[src/rtl/disp_ctrl.sv]
// Four-digit display controller: converts a 14-bit binary value to BCD by
// sequential double-dabble, holds the result for the seven-segment decoders,
// and drives per-digit blanking for leading zeros and whole-display blinking.
module disp_ctrl #(
   parameter int BLINK_DIV = 25000000
) (
   input  logic        clk,
   input  logic        rst,
   input  logic        load,
   input  logic [13:0] value,
   input  logic        blank_en,
   input  logic        blink_en,
   output logic        busy,
   output logic        ovf,
   output logic [15:0] digits,
   output logic [3:0]  off
);

   localparam int CW = (BLINK_DIV > 2) ? $clog2(BLINK_DIV) : 1;
   localparam logic [CW-1:0] BLINK_LAST = CW'(BLINK_DIV - 1);

   typedef enum logic [1:0] {IDLE, SHIFT, UPDATE} state_t;

   state_t        state_q, state_d;
   logic [13:0]   bin_q, bin_d;
   logic [15:0]   bcd_q, bcd_d;
   logic [3:0]    iter_q, iter_d;
   logic          ovf_q, ovf_d;
   logic [15:0]   digits_q, digits_d;
   logic [CW-1:0] blink_q, blink_d;
   logic          phase_q, phase_d;
   logic [15:0]   adj;

   // State register
   always_ff @(posedge clk or posedge rst) begin
      if (rst) state_q <= IDLE;
      else     state_q <= state_d;
   end

   // Next-state: accept a load in IDLE, run 14 iterations, then publish
   always_comb begin
      state_d = state_q;
      case (state_q)
         IDLE:    if (load) state_d = SHIFT;
         SHIFT:   if (iter_q == 4'd13) state_d = UPDATE;
         UPDATE:  state_d = IDLE;
         default: state_d = IDLE;
      endcase
   end

   // Datapath next-state: capture/saturate, double-dabble step, result copy
   always_comb begin
      bin_d    = bin_q;
      bcd_d    = bcd_q;
      iter_d   = iter_q;
      ovf_d    = ovf_q;
      digits_d = digits_q;
      adj      = '0;
      for (int unsigned i = 0; i < 4; i++) begin
         adj[4*i +: 4] = (bcd_q[4*i +: 4] >= 4'd5) ? bcd_q[4*i +: 4] + 4'd3
                                                   : bcd_q[4*i +: 4];
      end
      case (state_q)
         IDLE: begin
            if (load) begin
               ovf_d  = (value > 14'd9999);
               bin_d  = (value > 14'd9999) ? 14'd9999 : value;
               bcd_d  = '0;
               iter_d = '0;
            end
         end
         SHIFT: begin
            // top bit of the 30-bit shift is always zero for inputs <= 9999
            {bcd_d, bin_d} = {adj[14:0], bin_q, 1'b0};
            iter_d         = iter_q + 4'd1;
         end
         UPDATE:  digits_d = bcd_q;
         default: ;
      endcase
   end

   // Datapath registers
   always_ff @(posedge clk or posedge rst) begin
      if (rst) begin
         bin_q    <= '0;
         bcd_q    <= '0;
         iter_q   <= '0;
         ovf_q    <= 1'b0;
         digits_q <= '0;
      end else begin
         bin_q    <= bin_d;
         bcd_q    <= bcd_d;
         iter_q   <= iter_d;
         ovf_q    <= ovf_d;
         digits_q <= digits_d;
      end
   end

   // Free-running blink divider; phase flips on each wrap
   always_comb begin
      blink_d = blink_q + 1'b1;
      phase_d = phase_q;
      if (blink_q == BLINK_LAST) begin
         blink_d = '0;
         phase_d = ~phase_q;
      end
   end

   // Blink divider registers
   always_ff @(posedge clk or posedge rst) begin
      if (rst) begin
         blink_q <= '0;
         phase_q <= 1'b0;
      end else begin
         blink_q <= blink_d;
         phase_q <= phase_d;
      end
   end

   // Outputs: busy from state, blanking from registered digits and phase
   always_comb begin
      busy   = (state_q != IDLE);
      ovf    = ovf_q;
      digits = digits_q;
      off    = '0;
      if (blank_en) begin
         off[3] = (digits_q[15:12] == 4'd0);
         off[2] = off[3] && (digits_q[11:8] == 4'd0);
         off[1] = off[2] && (digits_q[7:4] == 4'd0);
      end
      if (blink_en && phase_q) off = '1;
   end

endmodule

[config.mk]
export PLATFORM = sky130hd
export DESIGN_NAME = disp_ctrl
export DESIGN_NICKNAME = d
export VERILOG_FILES = /design/src/rtl/disp_ctrl.sv
export SDC_FILE = /design/constraint.sdc
export NUM_CORES = 1
export LEC_CHECK = 0
export ABC_AREA = 1
export BUFFER_PORTS_ARGS = -buffer_cell sky130_fd_sc_hd__buf_4
export CAP_MARGIN = 10
export CORE_ASPECT_RATIO = 0.75
export CORE_UTILIZATION = 45
export CTS_BUF_LIST = sky130_fd_sc_hd__clkbuf_4 sky130_fd_sc_hd__clkbuf_8
export DETAILED_ROUTE_END_ITERATION = 8
export GPL_TIMING_DRIVEN = 0
export SYNTH_ARGS = -nofsm -noshare
export SYNTH_HDL_FRONTEND = slang
export SYNTH_SLANG_ARGS = --single-unit
[constraint.sdc]
create_clock -name clk -period 4.6 [get_ports clk]
set_input_delay 0.46 -clock clk [delete_from_list [all_inputs] [get_ports clk]]
set_output_delay 0.46 -clock clk [all_outputs]
set_load 0.01 [all_outputs]
==> impl.org <==
** Route
- Dividing the detail-routed via count by the number of cells gives 4.93.
- Final WL :: approximately 9300 um
- Detail Route Antenna Nets :: 0
- The detailed router placed 3568 vias in this run.
- Number of optimization iterations in the first detailed-route pass :: 5
- Post-detailed-route DRC marker count :: 0
- In this run, the number of DRC markers left after iteration 0 of detailed routing was 292.
- Routed wire per std cell :: 12.9 um

** Die
- Measured along the x axis, the die boundary spans roughly 110 um.
- Placeable core region :: 9010 um2
- Measured along the y axis, the die boundary spans 85.3 um.
- The floorplan step defined a die boundary enclosing between 9000 and 10000 um2.
- Initial Utilization :: 0.462
- Pin placement for this block handled between 40 and 50 I/O pins.
- Floorplan row count :: 30

** Global route
- Total gr overflow :: 0
- Entering global routing, the biggest net connects 67 pins.
- Global-route wire length before repair :: 16000 um
- Via count of the first global-routing pass :: around 3200
- Global routing usage summed across all routing layers :: 0.214
- Number of antenna violations at the first check in global routing :: 0

** STA
- Static timing analysis puts the maximum clock frequency at 0.531 GHz.
- The worst pin sits at a relative slew slack of 0.629.
- Fin. max-slew vios :: 0
- In the finished design, the share of the clock period the worst path needs comes to 0.409.
- Setup repair after global routing left no endpoint under its margin.
- Final hold slack :: around 0.026 ns
- Post-layout minimum cycle time :: 1.88 ns
- Total negative slack :: 0 ns
- Final number of setup-violating endpoints :: 0
- Actual slew at the worst max-slew pin :: around 0.56 ns
- The count of final hold-check violations came to 0.
- Setup slack on the critical path of the routed design comes to 2.72 ns.
- Between clock sinks in the finished design, the worst skew comes to 0.00971 ns.

** Clock network
- Cell at the root of the clock tree :: sky130_fd_sc_hd__clkbuf_8
- After clock tree synthesis, the flow added hold-fix buffers numbering 0.
- Counting every sink on the clock net gives 79.
- Clock latency of the later-clocked register in the worst-skew pair :: 0.35 ns
- After clock tree synthesis, the clock-pin slew on the worst setup and hold paths is 0.08 ns.
- Number of buffers inserted to repair setup after CTS :: 0
- Clock buffers created by TritonCTS :: 9
- TritonCTS clock tree :: done
- Buffers from clock root to sink, at most :: 2
- H-tree levels :: 3
- Gates resized during post-CTS repair numbered 0.

** Layout
- The number of antenna diodes in the final layout is 0.
- At the end of the flow, the number of nets in the layout was 636.
- Final core area utilization :: 0.540
- Of the cells placed in the final design, the portion with a size suffix greater than 1 is 0.131.
- Signed area change from the synthesized netlist to the final layout :: 16.9%

** Logic synthesis
- Yosys printed 0 warnings.
- The commonest cells after synthesis are sky130_fd_sc_hd__nand2_1 (174), sky130_fd_sc_hd__dfrtp_1 (79), sky130_fd_sc_hd__nor2_1 (79).
- The synthesized netlist contains 29 unique library cells.
- Each instance of the synthesized netlist takes up on average 7.52 um2.
- Post-synthesis cell area :: 4170 um2
- Of all cell types, the one taking the most synthesized area is sky130_fd_sc_hd__dfrtp_1.
- By area the synthesized netlist is led by sky130_fd_sc_hd__dfrtp_1 (47%), sky130_fd_sc_hd__nand2_1 (16%), sky130_fd_sc_hd__nor2_1 (7.1%), sky130_fd_sc_hd__inv_1 (5.9%), sky130_fd_sc_hd__o21ai_0 (4.9%).
- Synthesis produced a netlist with a net count of 584.
- The most common cell in the synthesized netlist is sky130_fd_sc_hd__nand2_1.
- Synthesis handed over a netlist of between 500 and 600 instances.
- After synthesis the netlist holds a flip-flop and latch count of 79.
- Counting flops with a built-in enable in the synthesized netlist gives 0.
- The share of synthesized area in the top cell type comes to 0.475.
- Async set or reset register ratio after synthesis :: 1.00
- For this run, the leading register cell type out of synthesis is sky130_fd_sc_hd__dfrtp_1.
- Sequential area share after synthesis :: 0.475

** Power and ir drop
- Power per cell area :: 543 nW/um2
- VDD sags by at most 0.233 mV.
- The analysis attributes to cell leakage a power of 0.00248 uW.
- Total power for the finished layout comes to 2640 uW.

** Outcome
- The flow ran to the end, and the final reports show no timing, DRC or antenna violations.

** Critical path
- Count of cells along the worst register-to-register path :: 7
- Across all register-to-register paths, the minimum setup slack is 2.91 ns.
- Critical path endpoint category :: primary output
- In this run the critical register-to-register path is launched from blink_q[0]$_DFF_PP0_.
- Critical path capture point :: off[1]
- Along the worst path, the maximum fanout reaches 3.
- The critical path in this run is classified as reg -> out.
- Terminus of the critical flop-to-flop path :: blink_q[21]$_DFF_PP0_
- The critical path starts at digits[9]$_DFFE_PP0N_.
- Startpoint types :: flip-flop
- Data arrival, critical path :: 1.42 ns
- At the worst endpoint, the required time is 4.14 ns.

** Placed design
- Count of input and output buffers :: 40
- Pre-CTS WS :: 2.91 ns
- Routability-driven placement finished with a final weighted congestion of 0.866.
- The HPWL after detailed placement is 6800 um.

** Run
- The tool flagged a number of max-cap violations equal to 0.

** Worst hold path
- The path class of the tightest hold or removal check is in -> async.
[area by class of cell]
| type | count | area (um2) |
|---|---|---|
| timing repair buffer | 41 | 328 |
| multi-input combinational | 396 | 1870 |
| fill | 861 | 4140 |
| inverter | 67 | 254 |
| clock inverter | 3 | 65.1 |
| buffer | 12 | 66.3 |
| clock buffer | 13 | 166 |
| sequential | 79 | 1980 |
| tap | 112 | 140 |
[power by group]
| part | internal [uW] | switching [uW] | leakage, uW | total, uW |
|---|---|---|---|---|
| clock | 347 | 247 | 0.000120 | 595 |
| combinational | 395 | 594 | 0.00137 | 989 |
| sequential | 918 | 138 | 0.000986 | 1060 |
| total | 1660 | 980 | 0.00248 | 2640 |
[registers in the layout (all words and copies together) (netlist names)]
| name | flops |
|---|---|
| blink_q | 25 |
| bcd_q | 16 |
| digits | 16 |
| bin_q | 14 |
| iter_q | 4 |
| state_q | 2 |
| ovf | 1 |
| phase_q | 1 |
[per-stage QoR]
step           cell area, um2  instances
2_1_floorplan            4170        554
5_1_grt                  4870        723
3_5_place_dp             4640        707
3_3_place_gp             4610        706
6_report                 4870        723
4_1_cts                  4870        723
[worst min path at each step]
stage / endpoint / slack, ns / depth (start not counted)
global route: blink_q[21]$_DFF_PP0_ / 0.02 / 2
floorplan: bin_q[2]$_DFFE_PP0P_ / 0.45 / 2
CTS: blink_q[17]$_DFF_PP0_ / 0.009 / 2
detailed placement: blink_q[1]$_DFF_PP0_ / 0.41 / 2
global placement: bin_q[9]$_DFFE_PP0P_ / 0.46 / 2
finish: blink_q[17]$_DFF_PP0_ / 0.03 / 2
[critical path: stages, from the launching register on]
cell and delay, ns:
sky130_fd_sc_hd__dfrtp_1 0.40, sky130_fd_sc_hd__nor4_1 0.27, sky130_fd_sc_hd__nand2_1 0.09, sky130_fd_sc_hd__o21ai_0 0.16, sky130_fd_sc_hd__buf_4 0.15
[layer usage]
layer	global-route usage	vias to the layer above	wire, um
li1	-	1836	-
met1	0.342	1642	5210
met2	0.280	83	3510
met3	0.0500	7	498
met4	0.0646	0	77
met5	0	-	0
[cells by family (layout without fill, tap and decap cells)]
| group | after synthesis | count (layout) | synth area share |
|---|---|---|---|
| xor+xnor | 14 | 14 | 0.0294 |
| simple gates | 308 | 308 | 0.304 |
| fa+ha+maj | 11 | 11 | 0.0330 |
| flops | 79 | 79 | 0.475 |
| compound gates | 63 | 63 | 0.0826 |
| buf+inv | 79 | 136 | 0.0763 |
[layout by cell type (no fill, tap or decap), types with 2 or more instances in the layout]
| cell | instances |
|---|---|
| sky130_fd_sc_hd__dfrtp_1 | 79 |
| sky130_fd_sc_hd__xnor2_1 | 2 |
| sky130_fd_sc_hd__o22ai_1 | 6 |
| sky130_fd_sc_hd__xor2_1 | 12 |
| sky130_fd_sc_hd__buf_6 | 2 |
| sky130_fd_sc_hd__clkbuf_4 | 2 |
| sky130_fd_sc_hd__inv_2 | 2 |
| sky130_fd_sc_hd__o21ai_0 | 41 |
| sky130_fd_sc_hd__bufinv_16 | 2 |
| sky130_fd_sc_hd__nand4_1 | 3 |
| sky130_fd_sc_hd__inv_1 | 64 |
| sky130_fd_sc_hd__nand3_1 | 32 |
| sky130_fd_sc_hd__nor3_1 | 5 |
| sky130_fd_sc_hd__nor2_1 | 79 |
| sky130_fd_sc_hd__a22oi_1 | 5 |
| sky130_fd_sc_hd__nor2_2 | 5 |
| sky130_fd_sc_hd__a21oi_1 | 7 |
| sky130_fd_sc_hd__nor2_4 | 3 |
| sky130_fd_sc_hd__buf_1 | 2 |
| sky130_fd_sc_hd__clkbuf_8 | 11 |
| sky130_fd_sc_hd__nand2_2 | 4 |
| sky130_fd_sc_hd__buf_2 | 5 |
| sky130_fd_sc_hd__nand2_1 | 174 |
| sky130_fd_sc_hd__ha_1 | 11 |
| sky130_fd_sc_hd__buf_4 | 40 |
| sky130_fd_sc_hd__clkbuf_1 | 3 |
No activity file was read; power rests on OpenSTA's default activity.
